**src/rtl/scan_7seg_if.sv**
```systemverilog
// Display-side bundle for the multiplexed 7-segment scanner.
// master = CPU/port side, slave = scan_7seg.
interface scan_7seg_if #(
    parameter int N_DIGITS = 4
);
    logic [4*N_DIGITS-1:0] data;
    logic [N_DIGITS-1:0]   dp;
    logic                  load;
    logic                  hex;
    logic                  en;
    logic [6:0]            seg;
    logic                  seg_dp;
    logic [N_DIGITS-1:0]   dig;
    logic                  frame;
    logic                  busy;

    modport master (
        output data, dp, load, hex, en,
        input  seg, seg_dp, dig, frame, busy
    );

    modport slave (
        input  data, dp, load, hex, en,
        output seg, seg_dp, dig, frame, busy
    );
endinterface

```
**src/rtl/scan_7seg.sv**
```systemverilog
// Time-multiplexed N-digit common-cathode 7-segment driver, double buffered.
// Optional leading-zero blanking: define SCAN_7SEG_LZB_EN.
module scan_7seg #(
    parameter int N_DIGITS = 4,
    parameter int PRESCALE = 1000
) (
    input  logic        clk_i,
    input  logic        rst_ni,
    scan_7seg_if.slave  bus
);
    localparam int DW = 4 * N_DIGITS;
    localparam int PW = $clog2(PRESCALE);
    localparam int IW = $clog2(N_DIGITS);
    localparam logic [PW-1:0] P_LAST = PW'(PRESCALE - 1);
    localparam logic [IW-1:0] I_LAST = IW'(N_DIGITS - 1);

    logic [PW-1:0]       presc_q, presc_d;
    logic [IW-1:0]       idx_q, idx_d;
    logic [DW-1:0]       disp_q, disp_d;
    logic [N_DIGITS-1:0] disp_dp_q, disp_dp_d;
    logic [DW-1:0]       pend_q, pend_d;
    logic [N_DIGITS-1:0] pend_dp_q, pend_dp_d;
    logic                busy_q, busy_d;
    logic [6:0]          seg_q, seg_d;
    logic                seg_dp_q, seg_dp_d;
    logic [N_DIGITS-1:0] dig_q, dig_d;
    logic                frame_q, frame_d;

    logic                tick;
    logic                fb;
    logic [3:0]          nib;
    logic [6:0]          glyph;
    logic                blank;

    function automatic logic [6:0] decode(input logic [3:0] v,
                                          input logic       hx);
        logic [6:0] g;
        g = 7'b0000000;
        case (v)
            4'h0: g = 7'b1111110;
            4'h1: g = 7'b0110000;
            4'h2: g = 7'b1101101;
            4'h3: g = 7'b1111001;
            4'h4: g = 7'b0110011;
            4'h5: g = 7'b1011011;
            4'h6: g = 7'b1011111;
            4'h7: g = 7'b1110000;
            4'h8: g = 7'b1111111;
            4'h9: g = 7'b1111011;
            4'hA: g = hx ? 7'b1110111 : 7'b0000000;
            4'hB: g = hx ? 7'b0011111 : 7'b0000000;
            4'hC: g = hx ? 7'b1001110 : 7'b0000000;
            4'hD: g = hx ? 7'b0111101 : 7'b0000000;
            4'hE: g = hx ? 7'b1001111 : 7'b0000000;
            4'hF: g = hx ? 7'b1000111 : 7'b0000000;
            default: g = 7'b0000000;
        endcase
        return g;
    endfunction

    assign tick  = bus.en && (presc_q == P_LAST);
    assign fb    = tick && (idx_q == I_LAST);
    assign nib   = disp_q[{idx_q, 2'b00} +: 4];
    assign glyph = decode(nib, bus.hex);

`ifdef SCAN_7SEG_LZB_EN
    logic [N_DIGITS-1:0] lead_zero;

    // A digit is blank when it and every digit above it are zero.
    always_comb begin : lzb
        logic nz_above;
        nz_above  = 1'b0;
        lead_zero = '0;
        for (int i = N_DIGITS - 1; i >= 1; i--) begin
            if (disp_q[4*i +: 4] != 4'h0) nz_above = 1'b1;
            lead_zero[i] = !nz_above;
        end
    end

    assign blank = lead_zero[idx_q];
`else
    assign blank = 1'b0;
`endif

    always_comb begin
        presc_d   = presc_q;
        idx_d     = idx_q;
        disp_d    = disp_q;
        disp_dp_d = disp_dp_q;
        pend_d    = pend_q;
        pend_dp_d = pend_dp_q;
        busy_d    = busy_q;
        seg_d     = 7'b0000000;
        seg_dp_d  = 1'b0;
        dig_d     = '0;
        frame_d   = fb;

        if (!bus.en) begin
            presc_d = '0;
            idx_d   = '0;
        end else if (tick) begin
            presc_d = '0;
            idx_d   = (idx_q == I_LAST) ? '0 : idx_q + 1'b1;
        end else begin
            presc_d = presc_q + 1'b1;
        end

        // A load landing on the frame boundary bypasses the pending buffer.
        if (bus.load && fb) begin
            disp_d    = bus.data;
            disp_dp_d = bus.dp;
            busy_d    = 1'b0;
        end else if (bus.load) begin
            pend_d    = bus.data;
            pend_dp_d = bus.dp;
            busy_d    = 1'b1;
        end else if (fb && busy_q) begin
            disp_d    = pend_q;
            disp_dp_d = pend_dp_q;
            busy_d    = 1'b0;
        end

        if (bus.en) begin
            dig_d    = {{(N_DIGITS-1){1'b0}}, 1'b1} << idx_q;
            seg_d    = blank ? 7'b0000000 : glyph;
            seg_dp_d = disp_dp_q[idx_q];
        end
    end

    always_ff @(posedge clk_i or negedge rst_ni) begin
        if (!rst_ni) begin
            presc_q   <= '0;
            idx_q     <= '0;
            disp_q    <= '0;
            disp_dp_q <= '0;
            pend_q    <= '0;
            pend_dp_q <= '0;
            busy_q    <= 1'b0;
            seg_q     <= 7'b0000000;
            seg_dp_q  <= 1'b0;
            dig_q     <= '0;
            frame_q   <= 1'b0;
        end else begin
            presc_q   <= presc_d;
            idx_q     <= idx_d;
            disp_q    <= disp_d;
            disp_dp_q <= disp_dp_d;
            pend_q    <= pend_d;
            pend_dp_q <= pend_dp_d;
            busy_q    <= busy_d;
            seg_q     <= seg_d;
            seg_dp_q  <= seg_dp_d;
            dig_q     <= dig_d;
            frame_q   <= frame_d;
        end
    end

    assign bus.seg    = seg_q;
    assign bus.seg_dp = seg_dp_q;
    assign bus.dig    = dig_q;
    assign bus.frame  = frame_q;
    assign bus.busy   = busy_q;
endmodule
```
**src/flat_wrapper.sv**
```systemverilog
// flat-port wrapper written by rule: the top's interface ports become plain ports
module scan_7seg_flat 
#(
    parameter int N_DIGITS = 4,
    parameter int PRESCALE = 1000
)
  (clk_i, rst_ni, bus_data, bus_dp, bus_load, bus_hex, bus_en, bus_seg, bus_seg_dp, bus_dig, bus_frame, bus_busy);
  scan_7seg_if #(.N_DIGITS(N_DIGITS)) bus_i ();
  input  logic clk_i;
  input  logic rst_ni;
  input wire logic [$bits(bus_i.data)-1:0] bus_data;
  input wire logic [$bits(bus_i.dp)-1:0] bus_dp;
  input wire logic [$bits(bus_i.load)-1:0] bus_load;
  input wire logic [$bits(bus_i.hex)-1:0] bus_hex;
  input wire logic [$bits(bus_i.en)-1:0] bus_en;
  output wire logic [$bits(bus_i.seg)-1:0] bus_seg;
  output wire logic [$bits(bus_i.seg_dp)-1:0] bus_seg_dp;
  output wire logic [$bits(bus_i.dig)-1:0] bus_dig;
  output wire logic [$bits(bus_i.frame)-1:0] bus_frame;
  output wire logic [$bits(bus_i.busy)-1:0] bus_busy;
  assign bus_i.data = bus_data;
  assign bus_i.dp = bus_dp;
  assign bus_i.load = bus_load;
  assign bus_i.hex = bus_hex;
  assign bus_i.en = bus_en;
  assign bus_seg = bus_i.seg;
  assign bus_seg_dp = bus_i.seg_dp;
  assign bus_dig = bus_i.dig;
  assign bus_frame = bus_i.frame;
  assign bus_busy = bus_i.busy;
  scan_7seg #(.N_DIGITS(N_DIGITS), .PRESCALE(PRESCALE)) u_core (.clk_i(clk_i), .rst_ni(rst_ni), .bus(bus_i));
endmodule
```
**config.mk**
```make
export PLATFORM = sky130hd
export DESIGN_NAME = scan_7seg_flat
export DESIGN_NICKNAME = d
export VERILOG_FILES = /design/src/rtl/scan_7seg_if.sv /design/src/rtl/scan_7seg.sv /design/src/flat_wrapper.sv
export SDC_FILE = /design/constraint.sdc
export NUM_CORES = 1
export LEC_CHECK = 0
export CAP_MARGIN = 10
export CELL_PAD_IN_SITES_DETAIL_PLACEMENT = 1
export CELL_PAD_IN_SITES_GLOBAL_PLACEMENT = 1
export CORE_ASPECT_RATIO = 0.9
export CORE_MARGIN = 5
export CORE_UTILIZATION = 43
export CTS_BUF_LIST = sky130_fd_sc_hd__clkbuf_16
export DETAILED_ROUTE_END_ITERATION = 12
export PLACE_DENSITY_LB_ADDON = 0.05
export SLEW_MARGIN = 25
export SYNTH_ARGS = -nofsm -noshare
export SYNTH_HDL_FRONTEND = slang
export SYNTH_SLANG_ARGS = --single-unit
```
**constraint.sdc**
```tcl
create_clock -name clk_i -period 2.2 [get_ports clk_i]
set_clock_uncertainty 0.05 [all_clocks]
set_input_delay 0.44 -clock clk_i [delete_from_list [all_inputs] [get_ports clk_i]]
set_output_delay 0.44 -clock clk_i [all_outputs]
set_load 0.05 [all_outputs]
```
* Word-level counts from Yosys, hierarchy flattened *
Index checks and enable logic that the tools add are counted.
Widths: inputs -> output; s select.

storage, ports and cells
  register bits after elaboration = 66
  input bits = 25
  output and inout bits = 14
  logic and storage cells = 71

operators by class
  add/sub/neg operators = 2
  magnitude comparators = 1
  equality and inequality tests = 19
  shift-type cells = 2
  muxes and demuxes = 26
  bitwise operators = 1
  reductions and logical operators = 9

operators with widths
  operator               count
  $pmux 7 s16            1
  $mux 16                3
  $mux 7                 5
  $eq 4x4->1 const B     8
  $mux 10                2
  $eq 4x3->1 const B     4
  $mux 4                 4
  $shiftx 16x5->4        1
  $add 10x1->10 const B  1
  $eq 10x10->1 const B   1
  $eq 4x2->1 const B     2
  $mux 2                 3
  $mux 6                 1
  $mux 1                 5
  $mux 5                 1
  $eq 4x1->1 const B     1
  $logic_and 1x1->1      4
  $logic_not 4->1        1
  $ne 2x1->1 const B     2
  $reduce_and 2->1       2
  $shl 1x2->4 const A    1
  $lt 2x3->1 const B     1
  $reduce_bool 3->1      1
  $add 2x1->2 const B    1
  4 further kinds        4

* Depth between registers and ports, before layout *
  depth in word-level cells = 7
  gate-level depth with buffers = 10
  mapped depth without buffers = 8

* Least setup slack after synthesis *
Ideal clock, no wire load.

  path type = reg-to-reg
  from = reg u_core.idx_q[0]
  to = reg u_core.seg_q[3], in the netlist u_core.bus.seg[3]
  library setup time = 0.126 ns
  data arrival time = 1.676 ns
  required time = 2.024 ns
  slack = 0.348 ns
  cell stages (with the launch flop) = 7
  buffers on the path = 1
  clock period less this slack = 1.852 ns
  cells stage by stage = dfrtp_1 buf_6 mux4_2 or2_1 o211ai_1 o21ai_1 o311a_1

on the way
  cells in the longest elaborated chain, start to end = 4
  elaborated cells on any way between the ends = 19
  classes of those cells = eq/ne (15); shift (1); mux (2); reduce/logical (1)

RTL lines
  item                                RTL line          RTL
  start, declared                     scan_7seg.sv:18   logic [IW-1:0] idx_q, idx_d;
  start signal, assigned              scan_7seg.sv:145  idx_q <= idx_d;
  $shiftx 16x5->4 *                   scan_7seg.sv:63   assign nib = disp_q[{idx_q, 2'b00} +: 4];
  $eq 4x4->1 (tied with other cells)  scan_7seg.sv:39   case (v)
  $pmux 7 s16 *                       scan_7seg.sv:39
  $mux 7 *                            scan_7seg.sv:123  if (bus.en) begin
  named net u_core.seg_d[3]           scan_7seg.sv:24   logic [6:0] seg_q, seg_d;
  end signal, assigned                scan_7seg.sv:151  seg_q <= seg_d;
  end, declared                       scan_7seg.sv:24

The timed path passes the listed nets; every way through them passes the cells marked *.
A chain may end at the register's enable or synchronous reset.

* Final worst setup path *
  from = reg u_core.busy_q, in the netlist u_core.bus.busy
  to = out bus_busy

RTL lines
  item                    RTL line            RTL
  start, declared         scan_7seg.sv:23     logic busy_q, busy_d;
  start signal, assigned  scan_7seg.sv:150    busy_q <= busy_d;
  end, declared           flat_wrapper.sv:20  output wire logic [$bits(bus_i.busy)-1:0] bus_busy;

No word-level cell between the ends.

==> impl_metrics.ini <==
[critical_path]
critPathBufInv = 1
criticalPathCategory = reg -> out
crit_path_cell_trace = clkdlybuf4s50_1
worst_path_max_stage_delay_ns = 0.83
critical_path_peak_fanout = 4
crit_family = buffers and inverters
worstSetupEndpointType = primary output
start_kind = flop
arrival_ns = 1.58
slowest_stage = sky130_fd_sc_hd__clkdlybuf4s50_1
cp_data_required_time_ns = 1.71

[detailed_routing]
route.detailed.wl_per_inst_um = 16.44
ant_nets = 0
drc = 0
totalWireLength_um = 6806
drtPass1Iterations = 4
average_via_count_per_standard_cell = 5.184
violation_count_after_the_first_detailed_routing_iteration = 40
detailroute.via_count = 2146

[logic_synthesis]
synth.yosys.warnings = 0
post_synth_main_area_contributors = sky130_fd_sc_hd__dfrtp_1 (55%), sky130_fd_sc_hd__mux2_2 (7.4%), sky130_fd_sc_hd__o22ai_1 (4.3%), sky130_fd_sc_hd__mux4_2 (3.7%), sky130_fd_sc_hd__nand2_1 (3.5%)
number_of_enable_type_register_cells_in_the_synthesized_netlist = 0
synthTopCellsByCount = sky130_fd_sc_hd__dfrtp_1 (66), sky130_fd_sc_hd__nand2_1 (28), sky130_fd_sc_hd__o22ai_1 (21), sky130_fd_sc_hd__mux2_2 (20), sky130_fd_sc_hd__nor2_1 (16)
synth.avg_cell_area_um2 = 11.21
yosys.cell_types.count = 39
synth_top_flop_cell = sky130_fd_sc_hd__dfrtp_1
yosys.cell_count.top_type = sky130_fd_sc_hd__dfrtp_1
synth_top_area_share_pct = 54.59
netlist_instances = 270
portion_of_the_post_synthesis_area_used_by_sequential_elements_pct = 54.59
synthArstFlopShare_pct = 100.0
yosys_register_bits = 66
yosysTopAreaCell = sky130_fd_sc_hd__dfrtp_1
synth_fp_nets = 300
syn-cell-area_mm2 = 0.003025

[floorplan]
die_x_um = 98.42
dieHeight_um = 89.58
fp-row-count = 29
top_level_i_o_count = 39
starting_density_of_the_core_pct = 43.43
die_area_mm2 = 0.008816
placeableCoreArea_mm2 = 0.006967

[timing]
post-route-min-period_ns = 2.071
max_slew_margin_pct = 60.71
hold_ws_ns = 0.05896
finalSetupViolations = 0
final.period_utilization_pct = 94.14
finalSetupTns_ns = 0
finalMaxSlewViolations = 0
timing.fmax_mhz = 482.8
layout_setup_ws_ns = 0.1289
rsz0062_at_grt = no
report.final.hold_viol_count = 0
worst_slew_pin_slew_ns = 0.5893

[power_and_ir_drop]
p_sw_share_pct = 20.66
worst_vdd_rail_ir_drop_mv = 0.3570
sequentialPowerShare_pct = 39.2
share_clk_of_total_power_pct = 53.6
power_density_mw_per_mm2 = 834.5
report.power.total_mw = 3.278
switching_power_uw = 677.3
internal_power_mw = 2.600
share_comb_of_total_power_pct = 7.1
leakagePower_nw = 1.660

[clocking]
cts_root_buf = sky130_fd_sc_hd__clkbuf_16
cts_tree = done
postCtsHoldBufs = 0
cts-buffers-inserted = 9
ctsHtreeMaxLevel = 3
numClockSinks = 66
skew_pair_late_insertion_delay_ns = 0.34
cts.path.max_buffers = 2
worst_setup_hold_path_clk_slew_ns = 0.06

[global_routing]
first_global_vias = 2430
antenna_found_initial = 0
grtUsageMet1_pct = 21.52
grt_start_max_net_pins = 40
groute.layer.met3.usage_pct = 5.251
global_route.overflow_total = 0
grtUsageTotal_pct = 17.56
busiest_layer = met2
grt_first_pass_wirelength_um = 11950
gr-usage-met2_pct = 29.59

[finish]
layoutNonFillerInstCount = 414
drive_gt1_share_pct = 19.31
fin_util_pct = 56.38
num-nets-final = 346
antenna-diode-count = 0
layout-area-overhead-vs-synth_pct = 29.82
filler_cell_count = 736
finalInstanceArea_mm2 = 0.003928

[placement]
placedInstanceArea_mm2 = 0.003560
hpwl_um = 4765
post-place-ws_ns = 0.1350
gp_congestion = 0.7572
io_buffer_count = 38
post-place-cells = 398

[min_path]
holdCritPathClass = in -> async

[run_status]
result_of_the_run = completed

[run]
maxCapViolCount = 0
==> cell usage in the layout (no fill, tap or decap), types with 2 or more instances in the layout <==
cell / synthesis / final
sky130_fd_sc_hd__clkinv_4: 0 / 2
sky130_fd_sc_hd__mux2_2: 20 / 20
sky130_fd_sc_hd__o22ai_1: 21 / 21
sky130_fd_sc_hd__dfrtp_1: 66 / 65
sky130_fd_sc_hd__buf_4: 0 / 12
sky130_fd_sc_hd__nand3_1: 5 / 5
sky130_fd_sc_hd__nand2b_1: 3 / 3
sky130_fd_sc_hd__o21ai_1: 12 / 11
sky130_fd_sc_hd__buf_12: 0 / 3
sky130_fd_sc_hd__a21oi_1: 7 / 7
sky130_fd_sc_hd__bufinv_16: 0 / 4
sky130_fd_sc_hd__and3_1: 2 / 2
sky130_fd_sc_hd__inv_1: 6 / 6
sky130_fd_sc_hd__clkdlybuf4s50_1: 0 / 37
sky130_fd_sc_hd__clkbuf_16: 0 / 9
sky130_fd_sc_hd__nor2b_1: 4 / 4
sky130_fd_sc_hd__nand2_1: 28 / 28
sky130_fd_sc_hd__nor2_1: 16 / 16
sky130_fd_sc_hd__mux4_2: 5 / 5
sky130_fd_sc_hd__xnor2_1: 5 / 5
sky130_fd_sc_hd__o21ai_0: 13 / 13
sky130_fd_sc_hd__and2_1: 9 / 9
sky130_fd_sc_hd__mux2i_1: 4 / 4
sky130_fd_sc_hd__xor2_1: 4 / 4
sky130_fd_sc_hd__ha_1: 5 / 5
==> final timing paths <==
path | slack, ns | depth (start not counted) | from | end
min in group clk_i | 0.43 | 1 | u_core.presc_q[0] | u_core.presc_q[0]
worst min-delay path | 0.06 | 1 | rst_ni | u_core.presc_q[6]
worst max-delay path | 0.13 | 1 | u_core.bus.busy | bus_busy
worst max register to register | 0.21 | 5 | u_core.idx_q[0] | u_core.bus.seg[6]
worst min register to register | 0.43 | 1 | u_core.presc_q[0] | u_core.presc_q[0]
max in group asynchronous | 1.50 | 2 | rst_ni | u_core.presc_q[0]
==> metal layers <==
| layer | vias up | part of all wire, % | wire length (µm) |
|---|---|---|---|
| met5 | - | 0 | 0 |
| met2 | 34 | 50 | 3381 |
| met3 | 12 | 3.4 | 231 |
| met1 | 1066 | 45 | 3081 |
| met4 | 0 | 1.6 | 111 |
| li1 | 1034 | - | - |
==> cell families after synthesis <==
kind of cell | count (synthesis) | share of synthesized area, %
flip-flops | 66 | 54.59
AND/OR/NAND/NOR | 74 | 11.70
XOR/XNOR | 9 | 2.605
buffers and inverters | 25 | 4.549
AO/OA/AOI/OAI | 62 | 11.99
multiplexers | 29 | 12.49
adder cells (fa/ha/maj) | 5 | 2.068
==> cell type report <==
cell class	count	area (µm²)	area share (%)
well taps	93	116.4	2.963
multi-input cells	179	1240	31.57
flip-flops and latches	66	1653	42.08
clock buffers	9	225.2	5.734
repair buffers	53	525.5	13.38
inverters	7	26.28	0.6690
clock inverters	7	141.4	3.600
==> registers in the layout (all words and copies together) (netlist names), 2 cells and up <==
register,cells
u_core.idx_q,2
u_core.pend_dp_q,4
u_core.presc_q,10
u_core.pend_q,16
u_core.bus.seg,7
u_core.bus.dig,4
u_core.disp_q,16
u_core.disp_dp_q,4
==> power groups by stage <==
stage | registers, mW | clock network (mW) | logic (mW)
after CTS | 1.29 | 1.79 | 0.238
final | 1.29 | 1.76 | 0.233
after floorplan | 1.33 | 0 | 0.0890
after detailed placement | 1.31 | 0 | 0.237
after global routing | 1.29 | 1.84 | 0.256
after global placement | 1.30 | 0 | 0.233
==> repair_timing <==
| item | 4_1_cts | 5_1_grt |
|---|---|---|
| gates resized for setup | 0 | 1 |
| hold endpoints to repair | 0 | 0 |
| setup buffers | 0 | 0 |
| endpoints found under the setup margin | 0 | 3 |
Power figures use the tool's default switching activity.
